**src/rtl/add_round_key_stage_if.sv**
```systemverilog
// Valid/ready, key-load and result bundle for the AddRoundKey stage.
// The stage binds the slave modport; the upstream controller binds master.
interface add_round_key_stage_if #(
  parameter int W = 128
);
  logic          key_we;
  logic [3:0]    key_addr;
  logic [W-1:0]  key_wdata;

  logic          in_valid;
  logic          in_ready;
  logic [W-1:0]  in_data;
  logic          in_first;

  logic          out_valid;
  logic          out_ready;
  logic [W-1:0]  out_data;
  logic [3:0]    out_round;
  logic          out_last;

  modport master (
    output key_we, key_addr, key_wdata,
    output in_valid, in_data, in_first,
    input  in_ready,
    input  out_valid, out_data, out_round, out_last,
    output out_ready
  );

  modport slave (
    input  key_we, key_addr, key_wdata,
    input  in_valid, in_data, in_first,
    output in_ready,
    output out_valid, out_data, out_round, out_last,
    input  out_ready
  );
endinterface

```
**src/rtl/add_round_key_stage.sv**
```systemverilog
// Registered AddRoundKey: XORs each state beat with key[round] from an internal
// key file, tracks the round per block and offers one-entry valid/ready buffering.
module add_round_key_stage #(
  parameter int NR = 10,
  parameter int W  = 128
) (
  input  logic                 clk,
  input  logic                 rst_n,
  add_round_key_stage_if.slave bus
);

  if (NR > 15 || NR < 1) begin : g_nr_check
    $error("add_round_key_stage: NR must be in 1..15");
  end

  localparam logic [3:0] NR_L = 4'(NR);

  logic [W-1:0] key_q [NR+1];
  logic [3:0]   rnd_q, rnd_d;

  logic         out_valid_q;
  logic [W-1:0] out_data_q;
  logic [3:0]   out_round_q;
  logic         out_last_q;

  logic         in_ready;
  logic         accept;
  logic [3:0]   r;
  logic [W-1:0] key_sel;

  assign in_ready = !out_valid_q || bus.out_ready;
  assign accept   = bus.in_valid && in_ready;

  always_comb begin
    r       = bus.in_first ? 4'd0 : rnd_q;
    rnd_d   = (r == NR_L) ? 4'd0 : r + 4'd1;
    key_sel = '0;
    // Explicit mux keeps the 4-bit index from reaching past the NR+1 entries.
    for (int unsigned i = 0; i <= NR; i++) begin
      if (r == 4'(i)) key_sel = key_q[i];
    end
  end

  always_ff @(posedge clk or negedge rst_n) begin
    if (!rst_n) begin
      for (int unsigned i = 0; i <= NR; i++) key_q[i] <= '0;
    end else begin
      // Addresses above NR match no entry and are dropped.
      for (int unsigned i = 0; i <= NR; i++) begin
        if (bus.key_we && bus.key_addr == 4'(i)) key_q[i] <= bus.key_wdata;
      end
    end
  end

  always_ff @(posedge clk or negedge rst_n) begin
    if (!rst_n) begin
      rnd_q       <= '0;
      out_valid_q <= 1'b0;
      out_data_q  <= '0;
      out_round_q <= '0;
      out_last_q  <= 1'b0;
    end else if (accept) begin
      rnd_q       <= rnd_d;
      out_valid_q <= 1'b1;
      out_data_q  <= bus.in_data ^ key_sel;
      out_round_q <= r;
      out_last_q  <= (r == NR_L);
    end else if (bus.out_ready) begin
      out_valid_q <= 1'b0;
    end
  end

  assign bus.in_ready  = in_ready;
  assign bus.out_valid = out_valid_q;
  assign bus.out_data  = out_data_q;
  assign bus.out_round = out_round_q;
  assign bus.out_last  = out_last_q;

endmodule

```
**src/flat_wrapper.sv**
```systemverilog
// flat-port wrapper written by rule: the top's interface ports become plain ports
module add_round_key_stage_flat 
#(
  parameter int NR = 10,
  parameter int W  = 128
)
  (clk, rst_n, bus_key_we, bus_key_addr, bus_key_wdata, bus_in_valid, bus_in_data, bus_in_first, bus_in_ready, bus_out_valid, bus_out_data, bus_out_round, bus_out_last, bus_out_ready);
  add_round_key_stage_if #(.W(W)) bus_i ();
  input  logic clk;
  input  logic rst_n;
  input wire logic [$bits(bus_i.key_we)-1:0] bus_key_we;
  input wire logic [$bits(bus_i.key_addr)-1:0] bus_key_addr;
  input wire logic [$bits(bus_i.key_wdata)-1:0] bus_key_wdata;
  input wire logic [$bits(bus_i.in_valid)-1:0] bus_in_valid;
  input wire logic [$bits(bus_i.in_data)-1:0] bus_in_data;
  input wire logic [$bits(bus_i.in_first)-1:0] bus_in_first;
  output wire logic [$bits(bus_i.in_ready)-1:0] bus_in_ready;
  output wire logic [$bits(bus_i.out_valid)-1:0] bus_out_valid;
  output wire logic [$bits(bus_i.out_data)-1:0] bus_out_data;
  output wire logic [$bits(bus_i.out_round)-1:0] bus_out_round;
  output wire logic [$bits(bus_i.out_last)-1:0] bus_out_last;
  input wire logic [$bits(bus_i.out_ready)-1:0] bus_out_ready;
  assign bus_i.key_we = bus_key_we;
  assign bus_i.key_addr = bus_key_addr;
  assign bus_i.key_wdata = bus_key_wdata;
  assign bus_i.in_valid = bus_in_valid;
  assign bus_i.in_data = bus_in_data;
  assign bus_i.in_first = bus_in_first;
  assign bus_in_ready = bus_i.in_ready;
  assign bus_out_valid = bus_i.out_valid;
  assign bus_out_data = bus_i.out_data;
  assign bus_out_round = bus_i.out_round;
  assign bus_out_last = bus_i.out_last;
  assign bus_i.out_ready = bus_out_ready;
  add_round_key_stage #(.NR(NR), .W(W)) u_core (.clk(clk), .rst_n(rst_n), .bus(bus_i));
endmodule
```
**config.mk**
```make
export PLATFORM = sky130hd
export DESIGN_NAME = add_round_key_stage_flat
export DESIGN_NICKNAME = d
export VERILOG_FILES = /design/src/rtl/add_round_key_stage_if.sv /design/src/rtl/add_round_key_stage.sv /design/src/flat_wrapper.sv
export SDC_FILE = /design/constraint.sdc
export NUM_CORES = 2
export LEC_CHECK = 0
export ABC_AREA = 1
export CAP_MARGIN = 20
export CORE_MARGIN = 5
export CORE_UTILIZATION = 25
export DETAILED_ROUTE_END_ITERATION = 7
export SLEW_MARGIN = 0
export SYNTH_ARGS = -nofsm -noshare
export SYNTH_HDL_FRONTEND = slang
export SYNTH_SLANG_ARGS = --single-unit
```
**constraint.sdc**
```tcl
create_clock -name clk -period 3.4 [get_ports clk]
set_clock_uncertainty 0.05 [all_clocks]
set_input_delay 1.02 -clock clk [delete_from_list [all_inputs] [get_ports clk]]
set_output_delay 1.02 -clock clk [all_outputs]
set_load 0.02 [all_outputs]
```
Word level (Yosys, flattened, before mapping)
Cells that the tools add are included.
{"block": "totals", "in_bits": 266, "word_cells": 70, "out_inout_bits": 135, "rom_bits": 0, "n_memories": 0, "ff_bits": 1546, "mem_bits_rw": 0, "latch_bits": 0}
{"block": "classes", "shift": 0, "n_div": 0, "mul": 0, "n_mux": 15, "eq_ne": 20, "add_sub_neg": 1, "reduce_logical": 17, "n_bitwise": 1, "magnitude_cmp": 0}
{"cell": "128-bit 2-to-1 mux", "count": 11}
{"cell": "128-bit bitwise XOR", "count": 1}
{"cell": "4-bit by 3-bit == test with 1-bit output, second input constant", "count": 8}
{"cell": "4-bit == test, second input constant", "count": 6}
{"cell": "4-bit by 2-bit == test with 1-bit output, second input constant", "count": 4}
{"cell": "1-bit logical AND", "count": 12}
{"cell": "4-bit by 1-bit == test with 1-bit output, second input constant", "count": 2}
{"cell": "4-bit logical NOT", "count": 2}
{"cell": "4-bit 2-to-1 mux", "count": 2}
{"cell": "4-bit by 1-bit adder with 4-bit output, second input constant", "count": 1}
{"cell": "1-bit 2-to-1 mux", "count": 2}
{"cell": "2-bit nonzero test", "count": 1}
{"cell": "1-bit logical NOT", "count": 1}
{"cell": "1-bit logical OR", "count": 1}

Logic depth before layout (Yosys ltp)
{"block": "logic_depth", "word_depth": 14, "ltp_mapped": 18, "ltp_nobuf": 15}

Worst setup path after synthesis
Ideal clock, no wire load.
{"block": "synth_timing", "path_kind": "input to register", "startpoint": "input bus_in_first", "endpoint": "register u_core.out_data_q[70], in the netlist u_core.bus.out_data[70]", "setup_time_ns": 0.117, "arrival_ns": 2.390, "stages": 15, "required_time_ns": 3.233, "path_slack_ns": 0.843, "path_cell_list": "inv_2 -> nand2_4 -> nor2_8 -> nand2_2 -> buf_2 -> buf_2 -> or2_2 -> nand2_1 -> nand2_1 -> nand2_1 -> nand2_1 -> nand2_1 -> nand2_1 -> nand3_1 -> nand2_1"}
{"block": "synth_between", "elab_chain_cells": 14}
{"element": "from (decl)", "line_no": "flat_wrapper.sv:16", "text": "input wire logic [$bits(bus_i.in_first)-1:0] bus_in_first;"}
{"element": "4-bit 2-to-1 mux (*)", "line_no": "add_round_key_stage.sv:35", "text": "r = bus.in_first ? 4'd0 : rnd_q;"}
{"element": "4-bit logical NOT", "line_no": "add_round_key_stage.sv:40", "text": "if (r == 4'(i)) key_sel = key_q[i];"}
{"element": "128-bit 2-to-1 mux (10 in a row)", "line_no": "add_round_key_stage.sv:40"}
{"element": "128-bit 2-to-1 mux (*)", "line_no": "add_round_key_stage.sv:40"}
{"element": "128-bit bitwise XOR (*)", "line_no": "add_round_key_stage.sv:65", "text": "out_data_q <= bus.in_data ^ key_sel;"}
{"element": "to (signal assigned)", "line_no": "add_round_key_stage.sv:65"}
{"element": "to (decl)", "line_no": "add_round_key_stage.sv:22", "text": "logic [W-1:0] out_data_q;"}
Mark *: on every way between the ends. The rest lies on a longest branch, timed or not.
A chain may end at the register's enable or synchronous reset.

Final worst setup path
{"block": "layout_timing", "startpoint": "input bus_out_ready", "endpoint": "output bus_in_ready"}
{"block": "layout_between", "elab_chain_cells": 1}
{"element": "from (decl)", "line_no": "flat_wrapper.sv:22", "text": "input wire logic [$bits(bus_i.out_ready)-1:0] bus_out_ready;"}
{"element": "1-bit logical OR", "line_no": "add_round_key_stage.sv:31", "text": "assign in_ready = !out_valid_q || bus.out_ready;"}
{"element": "to (decl)", "line_no": "flat_wrapper.sv:17", "text": "output wire logic [$bits(bus_i.in_ready)-1:0] bus_in_ready;"}
No other way between the ends.

==> results.sh <==
export IMPL_vdd_drop_max_v=0.0003917
export IMPL_cts_tree="yes"
export IMPL_grt_pass1_vias=55820
export IMPL_p_leak_nw=42.19
export IMPL_ys_ff_latch=1546
export IMPL_finalHoldViolCount=0
export IMPL_syn_nets=9388
export IMPL_synth_seq_area_share_pct=54.31
export IMPL_drtIter0Drc=5414
export IMPL_rows=196
export IMPL_drive_gt1_share_pct=7.279
export IMPL_arrival_ps=2180
export IMPL_powerDensity_nw_per_um2=618.0
export IMPL_gp_congestion=0.7675
export IMPL_drt_met1_wl_mm=103.8
export IMPL_drt_total_wl_mm=228.1
export IMPL_multi_input_area_um2=27140
export IMPL_die_h_um=543.8
export IMPL_synth_top_area_share_pct=54.31
export IMPL_maxSlewHeadroom_pct=53.41
export IMPL_viasPerCell=4.449
export IMPL_fin_crit_ps=3252
export IMPL_maxCapViolations=0
export IMPL_final_nets=9551
export IMPL_dp_hpwl_mm=153.2
export IMPL_synth_top_family_by_area="simple AND/OR/NAND/NOR gates"
export IMPL_worstSkewPairLatency_ps=840
export IMPL_status="completed"
export IMPL_synth_xor_area_share_pct=0
export IMPL_port_buffers=400
export IMPL_required_ps=2330
export IMPL_clk_transition_reported_paths_ps=60
export IMPL_track_usage_pct=15.15
export IMPL_antenna_found_initial=55
export IMPL_cts_sinks=1546
export IMPL_end_kind="primary output"
export IMPL_synth_warnings=0
export IMPL_clock_root_buffer="clkbuf_16"
export IMPL_crit_path_start="bus_out_ready"
export IMPL_hold_path_class="flip-flop to flip-flop"
export IMPL_routed_wl_met2_mm=104.2
export IMPL_drv_slew=0
export IMPL_start_util_pct=25.04
export IMPL_critical_path_class="input pin to primary output"
export IMPL_coreArea_um2=284500
export IMPL_fmax_mhz=307.5
export IMPL_tightestPinTransition_ps=698.8
export IMPL_num_vias=58690
export IMPL_dp_slack_ps=-110.2
export IMPL_dieArea_um2=295700
export IMPL_fin_ws_ps=148.2
export IMPL_ios=401
export IMPL_area_delta_synth_final_pct=22.40
export IMPL_synth_area_leader_cell="dfrtp_1"
export IMPL_overflow=0
export IMPL_final_period_utilization_pct=95.64
export IMPL_synth_cells=9122
export IMPL_setup_violations=0
export IMPL_hold_start="u_core.key_q[121]"
export IMPL_synthAdderAreaFrac_pct=0
export IMPL_grt_pass1_wl_mm=351.2
export IMPL_fin_util_pct=30.65
export IMPL_drc=0
export IMPL_worstReg2RegStart="u_core.rnd_q[2]"
export IMPL_first_pass_iters=6
export IMPL_clk_path_buf_depth=4
export IMPL_grt_max_degree=119
export IMPL_startpoint_type="input pin"
export IMPL_fp_dieW_um=543.8
export IMPL_rsz0062_at_grt="no"
export IMPL_cp_max_fo=2
export IMPL_yosys_top_cells_area="dfrtp_1, nand2_1, o21ai_0, nand3_1, inv_1"
export IMPL_met3_wirelength_mm=12.67
export IMPL_cts_resized_gates=0
export IMPL_regArea_um2=38690
export IMPL_htreeDepth=4
export IMPL_syn_area_per_cell_um2=7.808
export IMPL_synth_distinct_cells=26
export IMPL_n_fill_cell=30120
export IMPL_synthMuxAreaShare_pct=0
export IMPL_cts_buffers=176
export IMPL_ant_nets=0
export IMPL_synth_compound_area_share_pct=10.81
export IMPL_top_layer="met5"
export IMPL_wl_per_cell_um=17.29
export IMPL_p_total_mw=53.88
export IMPL_post_cts_buffers=0
export IMPL_syn_area_um2=71230
export IMPL_synthSimpleGateAreaFrac_pct=27.04
## worst paths after layout
| path | endpoint | slack [ps] | depth (start not counted) |
|---|---|---|---|
| max in group asynchronous | u_core.key_q[83] | 1480 | 4 |
| hold / removal | u_core.key_q[121] | 430 | 2 |
| setup / recovery | bus_in_ready | 150 | 4 |
| hold reg to reg | u_core.key_q[121] | 430 | 2 |
| min in group asynchronous | u_core.bus.out_data[17] | 680 | 2 |
| setup reg to reg | u_core.bus.out_data[73] | 920 | 13 |
## Yosys cell counts (all sizes together)
cell       n
nand4    139
nor2     231
nor3       3
o21ai   1418
dfrtp   1546
buf      178
inv      726
clkbuf   517
nand3    662
o21bai     1
nand2   3310
a21oi    117
or2      274
## what timing repair did
action | CTS | global route
endpoints found under the hold margin | 21 | 0
endpoints found under the setup margin | 0 | 0
hold buffers | 1 | 0
## metrics by stage
stage          TNS, ps  cells  hold slack, ps  area [um^2]
6_report             0  13190           425.1        87180
5_1_grt              0  13190           441.0        87160
4_1_cts              0  13170           429.8        87130
3_5_place_dp     -5066  12870           414.2        81200
3_3_place_gp     -3515  12870           408.0        81200
2_1_floorplan        0   9122           395.5        71230
## layout make-up
cell class                      count  share of cell area (%)
Antenna cell                       20                 0.05741
Clock buffer                      254                   5.917
Clock inverter                     50                  0.8754
Inverter                          726                   3.154
Multi-Input combinational cell   6155                   31.13
Sequential cell                  1546                   44.37
Tap cell                         3762                   5.399
Timing Repair Buffer              680                   9.093
## layer usage
metal | GRT usage (%) | vias up
met4 | 5.333 | 38
met2 | 24.31 | 1306
met1 | 20.41 | 27890
met5 | 0 | -
met3 | 2.899 | 338
li1 | - | 29120
## cell usage in the layout, fill, tap and decap left out, types with 135 or more instances in the layout
master,n
nand2_1,3298
nand4_1,139
nand3_1,657
buf_4,135
clkdlybuf4s50_1,399
nor2_1,221
buf_12,144
o21ai_0,1416
dfrtp_1,1546
inv_1,719
clkbuf_16,177
## cell families (layout without fill, tap and decap cells)
kind of cell / after synthesis / after routing
other cells: 0 / 20
simple gates: 4619 / 4619
flops: 1546 / 1546
buf+inv: 1421 / 1710
compound gates: 1536 / 1536
## registers in the layout, summed over array words and instances (netlist names)
name and cells:
u_core.bus.out_last 1, u_core.rnd_q 4, u_core.key_q 1408, u_core.bus.out_valid 1
u_core.bus.out_round 4, u_core.bus.out_data 128
## critical path, cell delays in order
cell,delay [ps]
clkdlybuf4s50_1,450
inv_1,30
nand2_1,70
clkdlybuf4s50_1,610
## power breakdown
part / switching (mW) / internal, mW
registers: 2.00 / 22.2
logic: 6.04 / 3.95
clock network: 7.95 / 11.8
Power figures use the tool's default switching activity.
